$ cat src/rtl/mem_port_arbiter.sv
// mem_port_arbiter: shares one single-ported unified memory between the IF stage
// (instruction fetch) and the MEM stage (lw/sw) of the five-stage pipeline.
// A single transaction is granted at a time. Data accesses win over fetches
// because they belong to the older instruction.
//
// Ports:
//   clk, rst          clock, asynchronous active-high reset
//   if_req/if_addr    fetch request and address from IF
//   if_inst           last fetched instruction
//   if_stall          hold IF/ID until the fetch completes (or data stall)
//   dm_rd/dm_wr       load / store request from MEM (both set = store)
//   dm_addr/dm_wdata  data address and store data
//   dm_rdata          last load data
//   dm_stall          hold the whole pipeline until the data access completes
//   mem_*             memory-side request/acknowledge handshake
//   timeout_err       sticky flag: an access was aborted after TIMEOUT cycles
module mem_port_arbiter #(
  parameter int unsigned AW      = 32,
  parameter int unsigned DW      = 32,
  parameter int unsigned TIMEOUT = 16
) (
  input  logic          clk,
  input  logic          rst,
  input  logic          if_req,
  input  logic [AW-1:0] if_addr,
  output logic [DW-1:0] if_inst,
  output logic          if_stall,
  input  logic          dm_rd,
  input  logic          dm_wr,
  input  logic [AW-1:0] dm_addr,
  input  logic [DW-1:0] dm_wdata,
  output logic [DW-1:0] dm_rdata,
  output logic          dm_stall,
  output logic          mem_req,
  output logic          mem_we,
  output logic [AW-1:0] mem_addr,
  output logic [DW-1:0] mem_wdata,
  input  logic [DW-1:0] mem_rdata,
  input  logic          mem_ack,
  output logic          timeout_err
);

  localparam int unsigned CW = $clog2(TIMEOUT) + 1;
  localparam logic [CW-1:0] CntLast = CW'(TIMEOUT - 1);

  typedef enum logic [1:0] {StIdle, StData, StFetch} state_e;

  state_e        state_q;
  logic [CW-1:0] cnt_q;
  logic          if_done_q;
  logic          dm_done_q;

  // The done pulse releases the stall in the cycle the pipeline advances.
  assign dm_stall = (dm_rd | dm_wr) & ~dm_done_q;
  assign if_stall = (if_req & ~if_done_q) | dm_stall;

  always_ff @(posedge clk or posedge rst) begin
    if (rst) begin
      state_q     <= StIdle;
      cnt_q       <= '0;
      if_done_q   <= 1'b0;
      dm_done_q   <= 1'b0;
      mem_req     <= 1'b0;
      mem_we      <= 1'b0;
      mem_addr    <= '0;
      mem_wdata   <= '0;
      if_inst     <= '0;
      dm_rdata    <= '0;
      timeout_err <= 1'b0;
    end else begin
      // Done flags are single-cycle pulses.
      if_done_q <= 1'b0;
      dm_done_q <= 1'b0;
      unique case (state_q)
        StIdle: begin
          cnt_q <= '0;
          // A requester in its done cycle still shows the old access; skip it.
          if ((dm_rd | dm_wr) && !dm_done_q) begin
            state_q   <= StData;
            mem_req   <= 1'b1;
            mem_we    <= dm_wr;
            mem_addr  <= dm_addr;
            mem_wdata <= dm_wdata;
          end else if (if_req && !if_done_q) begin
            state_q  <= StFetch;
            mem_req  <= 1'b1;
            mem_we   <= 1'b0;
            mem_addr <= if_addr;
          end else begin
            mem_req <= 1'b0;
          end
        end
        StData, StFetch: begin
          if (mem_ack) begin
            // Ack takes precedence over a coincident timeout.
            state_q <= StIdle;
            mem_req <= 1'b0;
            cnt_q   <= '0;
            if (state_q == StData) begin
              dm_done_q <= 1'b1;
              if (!mem_we) dm_rdata <= mem_rdata;
            end else begin
              if_done_q <= 1'b1;
              if_inst   <= mem_rdata;
            end
          end else if (cnt_q == CntLast) begin
            // Abort so the pipeline cannot hang; owner sees zero data.
            state_q     <= StIdle;
            mem_req     <= 1'b0;
            cnt_q       <= '0;
            timeout_err <= 1'b1;
            if (state_q == StData) begin
              dm_done_q <= 1'b1;
              if (!mem_we) dm_rdata <= '0;
            end else begin
              if_done_q <= 1'b1;
              if_inst   <= '0;
            end
          end else begin
            cnt_q <= cnt_q + CW'(1);
          end
        end
        default: begin
          state_q <= StIdle;
          mem_req <= 1'b0;
          cnt_q   <= '0;
        end
      endcase
    end
  end

endmodule

$ cat config.mk
export PLATFORM = sky130hd
export DESIGN_NAME = mem_port_arbiter
export DESIGN_NICKNAME = d
export VERILOG_FILES = /design/src/rtl/mem_port_arbiter.sv
export SDC_FILE = /design/constraint.sdc
export NUM_CORES = 1
export LEC_CHECK = 0
export CORE_ASPECT_RATIO = 0.6
export CORE_MARGIN = 4
export CORE_UTILIZATION = 30
export CTS_CLUSTER_DIAMETER = 120
export DETAILED_ROUTE_END_ITERATION = 12
export PLACE_DENSITY = 0.63
export SLEW_MARGIN = 20
export SYNTH_ARGS = -nofsm -noshare
export SYNTH_HDL_FRONTEND = slang
export SYNTH_SLANG_ARGS = --single-unit
export TNS_END_PERCENT = 100
$ cat constraint.sdc
create_clock -name clk -period 14.66 [get_ports clk]
set_input_delay 2.932 -clock clk [delete_from_list [all_inputs] [get_ports clk]]
set_output_delay 2.932 -clock clk [all_outputs]
set_load 0.02 [all_outputs]
# == Word level (Yosys, flattened, before mapping) ==
# Index checks and enable logic that the tools add are counted.
# Widths: inputs -> output; s select.
# totals
ff_bits,140
latch_bits,0
ram_bits,0
romBits,0
in_bits,134
out_inout_bits,133
elab_cells,76
n_memories,0
# classes
n_addsub,1
mul,0
n_div,0
magnitude_cmp,0
n_eq_ne,7
shifts,0
n_mux,35
n_bitwise,8
n_reduce_logical,14
# ops
op,count
$mux 32,12
$mux 5,3
$mux 1,14
$mux 2,4
$ne 3x3->1 const B,2
$reduce_and 2->1,3
$reduce_and 3->1,2
$add 5x1->5 const B,1
$eq 5x4->1 const B,1
$reduce_and 5->1,1
$ne 2x2->1 const B,2
$not 1->1,4
$pmux 2 s2,1
$reduce_bool 2->1,2
$and 1x1->1,2
$eq 2x1->1 const B,1
$eq 2x2->1 const B,1
$logic_and 1x1->1,2
$logic_not 1->1,2
$logic_not 2->1,1
$or 1x1->1,2
$pmux 1 s2,1
$reduce_or 2->1,1

# == Logic depth before layout (Yosys ltp) ==
# logic_depth
ltp_word,5
ltp_mapped,7
depth_no_buf,5

# == Least setup slack after synthesis ==
# Ideal clock, no wire load.
# synth_path
kind,input-to-output
startpoint,in dm_wr
endpoint,out if_stall
arrival_time_ns,3.703
required_time_ns,11.728
path_slack_ns,8.025
cell_stages,4
path_buffers,2
path_cell_list,o21ba_4 > buf_6 > buf_2 > nand2b_1
# synth_between
elab_chain_cells,3
# synth_lines
element,line,rtl
"start, declared",29,"input logic dm_wr,"
$or 1x1->1,54,assign dm_stall = (dm_rd | dm_wr) & ~dm_done_q;
$and 1x1->1,54,
named net dm_stall,33,"output logic dm_stall,"
$or 1x1->1,55,assign if_stall = (if_req & ~if_done_q) | dm_stall;
"end, declared",27,"output logic if_stall,"
# The timed path passes the listed nets, and every way through them passes these cells.

# == Worst setup path in the final report ==
# layout_path
startpoint,in dm_wr
endpoint,out if_stall
# layout_between
elab_chain_cells,3
# layout_lines
element,line
$or 1x1->1,54
$and 1x1->1,54
$or 1x1->1,55
# No other way between the ends.

==> key figures <==
Route
  – Post-Route WL: between 15 and 20 mm
  – Wire per inst: between 20 and 25 µm
  – Routed vias: 4563
  – Vias per Instance: around 5
  – Starting DRT DRC Count: 335
  – Final ANT Viol Nets: 0
  – # DRC: 0
  – DR pass1 iterations: 5

Worst setup path
  – Crit end category: primary output
  – Crit-path cells: clkdlybuf4s50_1 -> o21ba_4 -> nand2b_1 -> clkdlybuf4s50_1
  – Slowest cell delay on critical path: 0.61 ns
  – Crit path required time: 11.73 ns
  – Reg2Reg Depth: 5
  – Worst EP arrival: 4.71 ns
  – R2r startpoint: state_q[0]
  – Critical path class: in -> out
  – Most frequent CP cell: clkdlybuf4s50_1
  – RR Endpoint: mem_addr[5]
  – Slowest-stage cell, CP: clkdlybuf4s50_1
  – Setup crit start kind: primary input
  – FF-to-FF setup slack: 12.40 ns
  – Crit-path max FO: 39

Die
  – Initial core utilization: between 30% and 40%
  – Die H: roughly 120 µm
  – Full die area: approximately 21000 µm²
  – I/O Pins: roughly 270
  – Core ar.: 18400 µm²
  – Die width: 186.4 µm
  – Row count: 38

Global route
  – Remaining global-route overflow: 0
  – Tot GR Track Use: 17.25%
  – Number of global-route vias before repair: 4940
  – Pin count of the biggest net entering global routing: 79
  – First-pass GRT wire length: 29.24 mm
  – Antenna violations before repair: 0

Clock network
  – Clk buf depth: 2
  – # hold bufs at CTS: 0
  – CTS Buf Count: 17
  – CTS tree: built
  – Clock transition at the registers of the reported paths: ~0.060 ns
  – CTS sink cnt: 140
  – Clk_lat worst skew: just over 0.4 ns
  – CTS resizes: 0
  – H-tree levels: 4
  – Root Buffer: clkbuf_16
  – # Post-CTS Setup Buffers: 0

Worst hold path
  – Hold Startpoint: cnt_q[0]
  – WHS Path Cells: 1
  – Worst Hold Class: reg -> reg
  – Hold Path End: cnt_q[0]

STA
  – Final Setup Violations: 0
  – Worst hold slack: between 0.4 and 0.5 ns
  – Part of the cycle the worst path needs: 52.12%
  – Clk_skew: 0.01307 ns
  – Final setup TNS: 0 ns
  – Minimum clock period: around 7.6 ns
  – Unrepaired setup endpoints after global routing: no
  – Fmax: 130.9 MHz
  – Final hold violations: 0
  – Pins Over Slew Limit: 0
  – Worst-margin pin slew: around 1.1 ns
  – Max_slew headroom: 27.44%

Final layout
  – Finished Layout Cells: 887
  – Commonest non-fill, non-tap cell in the layout: clkdlybuf4s50_1
  – Fill cells: around 1.6k
  – Share of cells above drive strength 1: roughly 15%
  – Most frequent cells in the layout: 265 x clkdlybuf4s50_1, 140 x dfrtp_1, 64 x a32o_1
  – Nets: 771
  – Antenna Cells: 0
  – Final Core Density: between 40% and 50%
  – Design area: about 9000 µm²
  – Synth-to-Final Area Change: 57.63%

Placement
  – Number of I/O port buffers: 266
  – Placed cells: 855
  – Area after DPL: 8442 µm²
  – Final HPWL DP: 13.15 mm
  – Gpl congestion: 0.8263

Synth
  – Avg Synthesized Cell Area: 14.93 µm²
  – Ys Warns: 0
  – Synthesized instance count: 384
  – Syn Nets: 521
  – Distinct cells, synth: 37
  – Post-Syn Area: 5732 µm²
  – Post-synthesis sequential area ratio: 61.12%
  – Flops & latches, synth: 140

Pwr
  – LEAKAGE: 0.003631 µW
  – Power Dens Cells: 245.8 nW/µm²
  – Max VDD drop: between 100 and 150 µV

Flow run
  – Max-Cap Viols: 0

Run status
  – Run status: finished, final reports clean
[per-stage QoR]
stage / power (µW) / setup WS, ns
global placement: 1769 / 7.041
detailed placement: 1811 / 7.018
global route: 2347 / 6.954
CTS: 2254 / 7.018
floorplan: 1321 / 7.975
finish: 2221 / 7.019
[final cells by class]
class	instances	area, µm²	share of cell area (%)
Clock buffer	18	439.2	4.861
Clock inverter	14	150.1	1.662
Inverter	6	27.53	0.3047
Multi-Input combinational cell	198	1916	21.20
Sequential cell	140	3503	38.78
Tap cell	240	300.3	3.324
Timing Repair Buffer	271	2699	29.87
[worst max-delay path by stage]
stage | start | endpoint | slack (ns)
after floorplan | rst | cnt_q[0] | 7.98
after global placement | dm_wr | if_stall | 7.04
after detailed placement | dm_wr | if_stall | 7.02
after CTS | dm_wr | if_stall | 7.02
after global routing | dm_wr | if_stall | 6.95
final | dm_wr | if_stall | 7.02
[report_power, final]
part	internal (µW)	total [µW]	switching, µW
registers	571	669	98.7
logic	551	1120	568
clock network	246	433	187
[state kept, by name (all words and copies together) (netlist names)]
register	flops
dm_rdata	32
mem_we	1
mem_req	1
timeout_err	1
if_inst	32
cnt_q	5
state_q	2
mem_wdata	32
mem_addr	32
if_done_q	1
dm_done_q	1
[Yosys cell counts]
cell type / instances / area share (%)
dfrtp_1: 140 / 61
a32o_1: 64 / 11
nand3b_1: 32 / 4.2
mux2_2: 27 / 5.3
o221a_2: 24 / 4.7
buf_6: 17 / 3.3
buf_2: 9 / 0.79
clkbuf_1: 8 / 0.52
o221a_1: 8 / 1.6
inv_1: 6 / 0.39
mux2_1: 6 / 1.2
buf_1: 4 / 0.26
nor2b_1: 4 / 0.44
ha_1: 3 / 0.65
nand2b_1: 3 / 0.33
nand3_1: 3 / 0.26
nor2_1: 3 / 0.20
and3_1: 2 / 0.22
o21ai_0: 2 / 0.17
o21ai_4: 2 / 0.57
a22oi_1: 1 / 0.13
a2bb2oi_1: 1 / 0.15
and3b_1: 1 / 0.15
and4b_1: 1 / 0.17
clkbuf_2: 1 / 0.087
clkbuf_4: 1 / 0.13
nand2_4: 1 / 0.20
nand3b_2: 1 / 0.20
nand4b_1: 1 / 0.15
nor3_1: 1 / 0.087
o211a_1: 1 / 0.17
o21a_1: 1 / 0.13
o21ba_4: 1 / 0.28
o22ai_1: 1 / 0.11
o31ai_1: 1 / 0.13
xnor2_1: 1 / 0.15
xor2_1: 1 / 0.15
[cell families (layout without fill, tap and decap cells)]
group	after synthesis	after routing	share of synthesized area [%]
multiplexers	33	33	6.483
buffers and inverters	46	309	5.523
AO/OA/AOI/OAI	107	107	19.32
adder cells (fa/ha/maj)	3	3	0.6549
XOR/XNOR	2	2	0.3057
flip-flops	140	140	61.12
AND/OR/NAND/NOR	53	53	6.592
[per-layer routing]
layer	vias to the layer above	GRT usage, %	wire, µm	part of all wire (%)
met5	-	0	0	0
met1	2312	22.99	8396	45
li1	2009	-	-	-
met3	12	6.644	1634	8.8
met4	0	4.136	150	0.80
met2	230	26.97	8454	45
[critical path, delay by kind of cell]
kind	cells	cell delay [ns]
AND/OR/NAND/NOR	1	0.17
AO/OA/AOI/OAI	1	0.50
buffers and inverters	2	1.11
Note: power is estimated with default switching activity, not from simulation.
